File: src/rtl/voting_machine_param.sv
// Parametrised ballot counter: N_CAND one-hot candidates, debounced
// one-vote-per-press capture, invalid-ballot counting, saturating counters
// and a sequential winner scan that runs when the booth enters result mode.
module voting_machine_param #(
  parameter int N_CAND = 4,
  parameter int CNT_W  = 8,
  parameter int HOLD   = 3
) (
  input  logic                      clk,
  input  logic                      reset,
  input  logic [N_CAND-1:0]         candidate,
  input  logic                      mode,
  input  logic                      button,
  output logic                      vote_ok,
  output logic                      vote_bad,
  output logic [CNT_W-1:0]          count_out,
  output logic [CNT_W-1:0]          total_out,
  output logic [CNT_W-1:0]          invalid_out,
  output logic [$clog2(N_CAND)-1:0] winner,
  output logic                      tie,
  output logic                      result_valid,
  output logic                      sat
);

  localparam int IDX_W = $clog2(N_CAND);
  localparam int HC_W  = $clog2(HOLD + 1);
  localparam logic [CNT_W-1:0] CNT_MAX   = {CNT_W{1'b1}};
  localparam logic [HC_W-1:0]  HOLD_LAST = HC_W'(HOLD - 1);
  localparam logic [IDX_W-1:0] IDX_LAST  = IDX_W'(N_CAND - 1);

  localparam logic [2:0] S_IDLE     = 3'd0;
  localparam logic [2:0] S_HOLDING  = 3'd1;
  localparam logic [2:0] S_CAPTURE  = 3'd2;
  localparam logic [2:0] S_WAIT_REL = 3'd3;
  localparam logic [2:0] S_RESULT   = 3'd4;
  localparam logic [2:0] S_SCAN     = 3'd5;
  localparam logic [2:0] S_SHOW     = 3'd6;

  // True when exactly one bit of the ballot is set.
  function automatic logic is_onehot(input logic [N_CAND-1:0] v);
    logic seen;
    logic multi;
    seen  = 1'b0;
    multi = 1'b0;
    for (int i = 0; i < N_CAND; i++) begin
      if (v[i]) begin
        if (seen) multi = 1'b1;
        else      seen  = 1'b1;
      end
    end
    return seen & ~multi;
  endfunction

  // Index of the set bit of a one-hot vector (0 when none set).
  function automatic logic [IDX_W-1:0] onehot_idx(input logic [N_CAND-1:0] v);
    logic [IDX_W-1:0] idx;
    idx = '0;
    for (int i = 0; i < N_CAND; i++) begin
      if (v[i]) idx = IDX_W'(i);
    end
    return idx;
  endfunction

  logic [2:0]        state_r, state_s;
  logic [HC_W-1:0]   hold_cnt_r, hold_cnt_s;
  logic [N_CAND-1:0] latch_r, latch_s;
  logic [CNT_W-1:0]  cnt_r [N_CAND];
  logic [CNT_W-1:0]  total_r, invalid_r, count_out_r;
  logic              vote_ok_r, vote_bad_r, sat_r;
  logic [IDX_W-1:0]  scan_idx_r, scan_win_r, winner_r;
  logic [CNT_W-1:0]  scan_max_r;
  logic              scan_tie_r, tie_r, result_valid_r;
  logic              capture_go_s, scan_last_s;
  logic [CNT_W-1:0]  scan_cur_s, scan_max_s;
  logic [IDX_W-1:0]  scan_win_s;
  logic              scan_tie_s;
  logic [2:0]        leave_result_s;

  // Next-state logic for the booth FSM plus the debounce latch and counter.
  always_comb begin
    state_s    = state_r;
    hold_cnt_s = hold_cnt_r;
    latch_s    = latch_r;
    leave_result_s = button ? S_WAIT_REL : S_IDLE;
    case (state_r)
      S_IDLE: begin
        if (mode) begin
          state_s = S_RESULT;
        end else if (button) begin
          state_s    = S_HOLDING;
          latch_s    = candidate;
          hold_cnt_s = HC_W'(1);
        end else begin
          state_s = S_IDLE;
        end
      end
      S_HOLDING: begin
        if (mode) begin
          state_s = S_RESULT;
        end else if (!button) begin
          state_s    = S_IDLE;
          hold_cnt_s = '0;
        end else if (candidate != latch_r) begin
          latch_s    = candidate;
          hold_cnt_s = HC_W'(1);
        end else if (hold_cnt_r >= HOLD_LAST) begin
          state_s = S_CAPTURE;
        end else begin
          hold_cnt_s = hold_cnt_r + 1'b1;
        end
      end
      S_CAPTURE: begin
        if (mode) state_s = S_RESULT;
        else      state_s = S_WAIT_REL;
        hold_cnt_s = '0;
      end
      S_WAIT_REL: begin
        if (mode)         state_s = S_RESULT;
        else if (!button) state_s = S_IDLE;
        else              state_s = S_WAIT_REL;
      end
      S_RESULT: begin
        if (!mode) state_s = leave_result_s;
        else       state_s = S_SCAN;
      end
      S_SCAN: begin
        if (!mode)                      state_s = leave_result_s;
        else if (scan_idx_r == IDX_LAST) state_s = S_SHOW;
        else                            state_s = S_SCAN;
      end
      S_SHOW: begin
        if (!mode) state_s = leave_result_s;
        else       state_s = S_SHOW;
      end
      default: begin
        state_s    = S_IDLE;
        hold_cnt_s = '0;
      end
    endcase
    capture_go_s = (state_r == S_HOLDING) && (state_s == S_CAPTURE);
  end

  // One comparison step of the winner scan; strict '>' keeps the lowest index.
  always_comb begin
    scan_cur_s  = cnt_r[scan_idx_r];
    scan_last_s = (state_r == S_SCAN) && (scan_idx_r == IDX_LAST);
    if (scan_cur_s > scan_max_r) begin
      scan_max_s = scan_cur_s;
      scan_win_s = scan_idx_r;
      scan_tie_s = 1'b0;
    end else if (scan_cur_s == scan_max_r) begin
      scan_max_s = scan_max_r;
      scan_win_s = scan_win_r;
      scan_tie_s = 1'b1;
    end else begin
      scan_max_s = scan_max_r;
      scan_win_s = scan_win_r;
      scan_tie_s = scan_tie_r;
    end
  end

  // FSM state, debounce registers and the capture pulses.
  always_ff @(posedge clk) begin
    if (reset) begin
      state_r    <= S_IDLE;
      hold_cnt_r <= '0;
      latch_r    <= '0;
      vote_ok_r  <= 1'b0;
      vote_bad_r <= 1'b0;
    end else begin
      state_r    <= state_s;
      hold_cnt_r <= hold_cnt_s;
      latch_r    <= latch_s;
      vote_ok_r  <= capture_go_s &  is_onehot(latch_r);
      vote_bad_r <= capture_go_s & ~is_onehot(latch_r);
    end
  end

  // Saturating vote, total and invalid counters, committed in CAPTURE.
  always_ff @(posedge clk) begin
    if (reset) begin
      for (int i = 0; i < N_CAND; i++) cnt_r[i] <= '0;
      total_r   <= '0;
      invalid_r <= '0;
      sat_r     <= 1'b0;
    end else if ((state_r == S_CAPTURE) && !mode) begin
      if (is_onehot(latch_r)) begin
        for (int i = 0; i < N_CAND; i++) begin
          if (latch_r[i]) begin
            if (cnt_r[i] == CNT_MAX) sat_r    <= 1'b1;
            else                     cnt_r[i] <= cnt_r[i] + 1'b1;
          end
        end
        if (total_r == CNT_MAX) sat_r   <= 1'b1;
        else                    total_r <= total_r + 1'b1;
      end else begin
        if (invalid_r == CNT_MAX) sat_r     <= 1'b1;
        else                      invalid_r <= invalid_r + 1'b1;
      end
    end else begin
      sat_r <= sat_r;
    end
  end

  // Winner scan: RESULT seeds with candidate 0, SCAN walks the rest.
  always_ff @(posedge clk) begin
    if (reset) begin
      scan_idx_r     <= '0;
      scan_max_r     <= '0;
      scan_win_r     <= '0;
      scan_tie_r     <= 1'b0;
      winner_r       <= '0;
      tie_r          <= 1'b0;
      result_valid_r <= 1'b0;
    end else begin
      result_valid_r <= mode && ((state_r == S_SHOW) || scan_last_s);
      if ((state_r == S_RESULT) && mode) begin
        scan_max_r <= cnt_r[0];
        scan_win_r <= '0;
        scan_tie_r <= 1'b0;
        scan_idx_r <= IDX_W'(1);
      end else if ((state_r == S_SCAN) && mode) begin
        scan_max_r <= scan_max_s;
        scan_win_r <= scan_win_s;
        scan_tie_r <= scan_tie_s;
        if (scan_last_s) begin
          winner_r <= scan_win_s;
          tie_r    <= scan_tie_s;
        end else begin
          scan_idx_r <= scan_idx_r + 1'b1;
        end
      end else begin
        scan_idx_r <= scan_idx_r;
      end
    end
  end

  // Display mux: selected count in result mode, zero otherwise.
  always_ff @(posedge clk) begin
    if (reset) begin
      count_out_r <= '0;
    end else if (mode && is_onehot(candidate)) begin
      count_out_r <= cnt_r[onehot_idx(candidate)];
    end else begin
      count_out_r <= '0;
    end
  end

  assign vote_ok      = vote_ok_r;
  assign vote_bad     = vote_bad_r;
  assign count_out    = count_out_r;
  assign total_out    = total_r;
  assign invalid_out  = invalid_r;
  assign winner       = winner_r;
  assign tie          = tie_r;
  assign result_valid = result_valid_r;
  assign sat          = sat_r;

endmodule

File: config.mk
export PLATFORM = sky130hd
export DESIGN_NAME = voting_machine_param
export DESIGN_NICKNAME = d
export VERILOG_FILES = /design/src/rtl/voting_machine_param.sv
export SDC_FILE = /design/constraint.sdc
export NUM_CORES = 1
export LEC_CHECK = 0
export ABC_AREA = 1
export CORE_ASPECT_RATIO = 0.9
export CORE_UTILIZATION = 53
export DETAILED_ROUTE_END_ITERATION = 12
export PLACE_DENSITY = 0.86
export SYNTH_ARGS = -nofsm -noshare
export SYNTH_HDL_FRONTEND = slang
export SYNTH_SLANG_ARGS = --single-unit
File: constraint.sdc
create_clock -name clk -period 2.1 [get_ports clk]
set_clock_uncertainty 0.15 [all_clocks]
set_input_delay 0.21 -clock clk [delete_from_list [all_inputs] [get_ports clk]]
set_output_delay 0.21 -clock clk [all_outputs]
set_load 0.01 [all_outputs]
After elaboration in Yosys (flattened, before gate mapping)
Memories as Yosys holds them, arrays and structs flattened. A register that Yosys moved wholly into a read port is not among the register bits.
Index checks and enable logic that the tools add are counted.
{"block": "word_totals", "output_inout_bits": 31, "latchBits": 0, "in_bits": 8, "regBits": 45, "memories": 1, "rom_bits": 0, "ram_bits": 32, "wordCells": 227}
{"block": "op_classes", "shift": 0, "addsub": 8, "n_reduce_logical": 26, "n_div": 0, "mux": 131, "mul": 0, "bitwise_logic": 20, "order_cmp": 2, "n_eq_ne": 23}
{"name": "cnt_r", "depth": 4, "width": 8, "rd": 6, "rd_ports_with_merged_regs": 1, "write_ports": 4, "line_no": "67", "source": "logic [CNT_W-1:0] cnt_r [N_CAND];"}
{"operator": "1-bit two-way mux", "count": 93}
{"operator": "8-bit two-way mux", "count": 7}
{"operator": "8-bit by 1-bit adder with 8-bit output, second input constant", "count": 6}
{"operator": "8-bit == test, second input constant", "count": 6}
{"operator": "3-bit two-way mux", "count": 10}
{"operator": "2-bit two-way mux", "count": 13}
{"operator": "3-bit one-hot mux with 7 select lines", "count": 1}
{"operator": "4-bit two-way mux", "count": 5}
{"operator": "1-bit inverter", "count": 11}
{"operator": "2-bit != test, second input constant", "count": 5}
{"operator": "3-bit by 2-bit == test with 1-bit output, second input constant", "count": 3}
{"operator": "3-bit == test, second input constant", "count": 3}
{"operator": "3-bit AND reduction", "count": 3}
{"operator": "8-bit == test", "count": 1}
{"operator": "8-bit greater-than comparator", "count": 1}
{"operator": "4-bit one-hot mux with 2 select lines", "count": 1}
{"operator": "2-bit AND reduction", "count": 4}
{"operator": "2-bit nonzero test", "count": 4}
{"operator": "1-bit logical AND", "count": 7}
{"operator": "2-bit one-hot mux with 3 select lines", "count": 1}
{"operator": "6-bit AND reduction", "count": 1}
{"operator": "1-bit bitwise AND", "count": 5}
{"operator": "5-bit AND reduction", "count": 1}
{"operator": "2-bit by 1-bit adder with 2-bit output, second input constant", "count": 2}
{"operator": "12 further kinds", "count": 16}

Longest topological paths before layout
{"block": "depth", "depth_word": 21, "mapped_depth": 18, "mapped_depth_nobuf": 17}

Worst setup path after synthesis
Ideal clock, no wire load.
{"block": "synth_timing", "kind": "register to register", "from": "register latch_r[0]", "to": "memory cnt_r[0][0] (enable)", "path_buffers": 1, "required_time_ns": 1.566, "slack_ns": -0.207, "arrival_ns": 1.773, "path_stages_with_launch": 9, "path_cell_list": "dfxtp_1 > buf_6 > nor2_8 > nor2_1 > nor2_2 > nand3_4 > nor2_8 > inv_1 > o21ai_0"}
{"element": "start: declaration", "line_no": "66", "source": "logic [N_CAND-1:0] latch_r, latch_s;"}
{"element": "start signal: assignment", "line_no": "173", "source": "latch_r <= latch_s;"}
{"element": "end: declaration", "line_no": "67"}

Final worst setup path
{"block": "layout_timing", "from": "register scan_idx_r[0]", "to": "register winner_r[1] (netlist: winner[1])"}
{"block": "layout_via", "elab_chain_cells": 3}
{"element": "start: declaration", "line_no": "70", "source": "logic [IDX_W-1:0] scan_idx_r, scan_win_r, winner_r;"}
{"element": "start signal: assignment", "line_no": "230", "source": "scan_idx_r <= scan_idx_r + 1'b1;"}
{"element": "start signal: assignment", "line_no": "233", "source": "scan_idx_r <= scan_idx_r;"}
{"element": "memory 4 x 8 bit / 2-bit == test (equally long branches)"}
{"element": "8-bit greater-than comparator / 1-bit logical AND (equally long branches)", "line_no": "147, 146"}
{"element": "2-bit two-way mux / 3-bit AND reduction (equally long branches)"}
{"element": "end signal: assignment", "line_no": "227", "source": "winner_r <= scan_win_s;"}
{"element": "end: declaration", "line_no": "70"}
Several ways; a longest one is shown, not always the timed one.
A chain may end at the register's enable or synchronous reset.

==> summary.txt <==
Run status
  – Outcome: finished, violations left
  – Violated checks: negative setup slack

Synth
  – Yosys reg bits: between 80 and 90
  – Synthesized instance count: about 680
  – Post-Syn Nets: 702
  – Mapped Avg Cell Area: approximately 7.5 µm²
  – Register area share after synthesis: between 30 and 40%
  – Synth warn: 0
  – Area share of the largest cell type after synthesis: approximately a fifth
  – Post-synth EDFFs: 32
  – Synth area leaders: dfxtp_1, edfxtp_1, nand2_1, nor2_1, inv_1
  – Mapped cell area: roughly 5100 µm²
  – Library cells used by synthesis: 40
  – Ys async rst share: 0%
  – Area leader, netlist: dfxtp_1
  – Main synth FF type: dfxtp_1

Timing
  – Final-report hold violation count: 0
  – Pins over their slew limit: 0
  – TNS Setup: -2.39 ns
  – Max Fclk: 0.423 GHz
  – Least-Margin Pin Slew: 0.472 ns
  – Final setup viols: 14
  – Min Hold Slack: approximately 0.32 ns
  – Setup WS post-layout: -0.263 ns
  – RSZ-0062 raised after global routing: yes
  – Tmin final: 2.36 ns
  – Final worst-path cycle share: 113%
  – Relative slew slack: 68.3%

Final layout
  – Diode count: 0
  – Nets: roughly 800
  – Post-Route Utilization: 69.7%
  – Area Growth Syn to Fin: 26.2%
  – Share of layout cells above drive strength 1: between 10% and 20%
  – Finished Layout Cells: 906

Min path
  – Hold endpoint: sat
  – Worst hold path type: reg2reg
  – Hold Crit Depth: 2
  – Hold Path Origin: sat

Power and ir drop
  – PD cells: 554 nW/µm²
  – Leakage dissipation: between 0.002 and 0.003 µW
  – Max VDD drop: between 300 and 400 µV

Clocking
  – Longest Clk Path Bufs: 2
  – Clk_lat worst skew: about 0.37 ns
  – Cts bufs inserted: 9
  – Register clock-pin slew on the reported worst setup and hold paths: 0.10 ns
  – Clk Tree Root Cell: clkbuf_8
  – CTS tree: done
  – Sink Count: 85
  – H-tree depth: 3
  – # hold bufs at CTS: 0

Floorplan
  – Die ar.: 10000 µm²
  – Die Span X: roughly 110 µm
  – Die H: ~95 µm
  – Placeable Area: just over 9000 µm²
  – IO Pins: 39
  – Cell Rows: 33
  – Starting Density: ~55%

Global routing
  – Overall Global Routing Usage: 27.9%
  – Initial antenna violation count: 0
  – First-pass GRT wire length: ~22 mm
  – Grt total ovfl: 0
  – Vias in the first global route: ~4.7k
  – Largest net degree at the start of global routing: 28

Placement
  – Placed wire-length estimate: between 10 and 15 mm
  – Port bufs: 38
  – Gp weighted congestion: between 0.9 and 1
  – Cells after DPL: between 800 and 900

Critical path
  – Delay-heaviest family, CP: simple AND/OR/NAND/NOR gates
  – Buf/Inv on CP: 4
  – Worst Path Required: 2.22 ns
  – Critical register-to-register path startpoint: scan_idx_r[0]
  – Cells along the critical path: inv_4 -> clkbuf_16 -> o21ai_2 -> o22ai_2 -> ha_1 -> nand2_2 -> nor2_4 -> nand4_1 -> buf_4 -> nand3_1 -> nand3_1 -> nand2_1 -> inv_1
  – Worst path arrival time: approximately 2.5 ns
  – CP Capture Type: flop
  – Slack of the worst reg-to-reg path: -0.26 ns
  – Critical path's slowest cell: dfxtp_4
  – Max FO, Critical Path: 7
  – CP peak stage delay: 0.39 ns
  – CP dominant cell by count: nand3_1
  – Startpoint types: flop
  – Worst Setup Path Type: reg2reg
  – R2R depth: 13
  – R2r endpoint: winner[1]

Drt
  – Routed via count: 5010
  – First DRT Iteration DRCs: approximately 430
  – Vias/cell: 5.53
  – # DRC: 0
  – 1st-pass router iterations: 5
  – Routed length per placed instance: roughly 15 µm
  – Antenna viol nets, final: 0
  – Post-Route WL: ~14 mm

Flow run
  – Max Cap Viol: 0
==> how the worst max path moves through the flow <==
stage                         end  slack (ns)  cells after the start           from
floorplan             cnt_r[0][0]       -0.21                      8     latch_r[0]
global placement    scan_max_r[3]       -0.12                     15  scan_idx_r[0]
detailed placement  scan_max_r[2]       -0.29                     12  scan_idx_r[0]
CTS                 scan_max_r[5]       -0.13                     13  scan_idx_r[0]
global route            winner[1]       -0.41                     13  scan_idx_r[0]
finish                  winner[1]       -0.26                     13  scan_idx_r[0]
==> cell usage in the layout (no fill, tap or decap), types with 3 or more instances in the layout <==
cell type,count
a21oi_1,55
a21oi_2,4
buf_12,5
buf_4,65
clkbuf_8,9
clkdlybuf4s50_1,38
dfxtp_1,49
dfxtp_2,3
edfxtp_1,32
ha_1,16
inv_1,77
inv_2,4
inv_6,3
nand2_1,126
nand2_2,8
nand3_1,35
nand3_2,3
nand4_1,5
nand4_4,4
nor2_1,95
nor2_4,3
nor3_1,13
nor3_2,4
nor3b_2,3
o211ai_1,8
o21ai_0,38
o21ai_1,11
o21ai_2,6
xnor2_1,4
xor2_1,27
==> registers in the layout (all words and copies together), names as in the netlist <==
register,count
invalid_out,8
tie,1
scan_win_r,2
cnt_r,32
scan_tie_r,1
total_out,8
state_r,3
vote_bad,1
count_out,8
hold_cnt_r,2
scan_idx_r,2
vote_ok,1
sat,1
winner,2
result_valid,1
latch_r,4
scan_max_r,8
==> kinds of logic (layout without fill, tap and decap cells) <==
group / after synthesis / after routing / share of synthesized area [%]
buffers and inverters: 103 / 209 / 8.38
DFF: 85 / 85 / 39.6
adders and majority gates: 16 / 16 / 3.92
AOI/OAI and AO/OA: 131 / 131 / 13.9
xor gates and xnor gates: 31 / 31 / 5.32
and+or+nand+nor: 312 / 312 / 28.9
==> per-layer routing <==
layer | wire length (µm) | track usage, % | vias up
met1 | 5670 | 35.0 | 2307
met3 | 1120 | 6.02 | 39
met5 | 0 | 0 | -
met4 | 371 | 11.3 | 0
met2 | 6600 | 47.2 | 219
li1 | - | - | 2445
==> report_power, final <==
part	leakage, µW	switching (µW)	internal [µW]
registers	0.000762	48.1	1750
clock network	0.0000990	675	462
logic	0.00182	374	258
total	0.00268	1100	2470
==> cell usage after synthesis (all sizes together), types with 7 or more instances <==
library cell and n:
a21oi 59, inv 82, o211ai 8, ha 16, xor2 27, nand3 40, nor2 102, buf 13
dfxtp 53, nand2 136, nor3 17, edfxtp 32, o21ai 55, nand4 9, clkbuf 7
==> per-stage QoR <==
step | power (µW) | instance area (µm²) | setup slack [ns]
after floorplan | 2190 | 5120 | -0.207
after global placement | 2380 | 6100 | -0.124
after detailed placement | 2410 | 6100 | -0.290
after CTS | 3540 | 6350 | -0.126
after global routing | 3710 | 6440 | -0.413
final | 3570 | 6440 | -0.263
==> final cells by class <==
cell class | instances | area, µm²
tap | 122 | 153
inverter | 83 | 319
multi-input combinational | 490 | 2750
clock inverter | 7 | 63.8
sequential | 85 | 2030
fill | 697 | 2810
clock buffer | 9 | 124
timing repair buffer | 110 | 1000
==> worst min-delay path, delay by kind of cell (launching register included) <==
kind	cells	cell delay [ns]
AO/OA/AOI/OAI	1	0.06
flip-flops	1	0.33
buffers and inverters	1	0.05
==> repair_timing <==
action | 4_1_cts | 5_1_grt
resized for setup | 24 | 18
cloned | 0 | 1
setup endpoints to repair | 14 | 49
pin swaps | 7 | 6
buffers inserted | 2 | 2
hold endpoints to repair | 0 | 0
(Power assumes the default switching activity.)
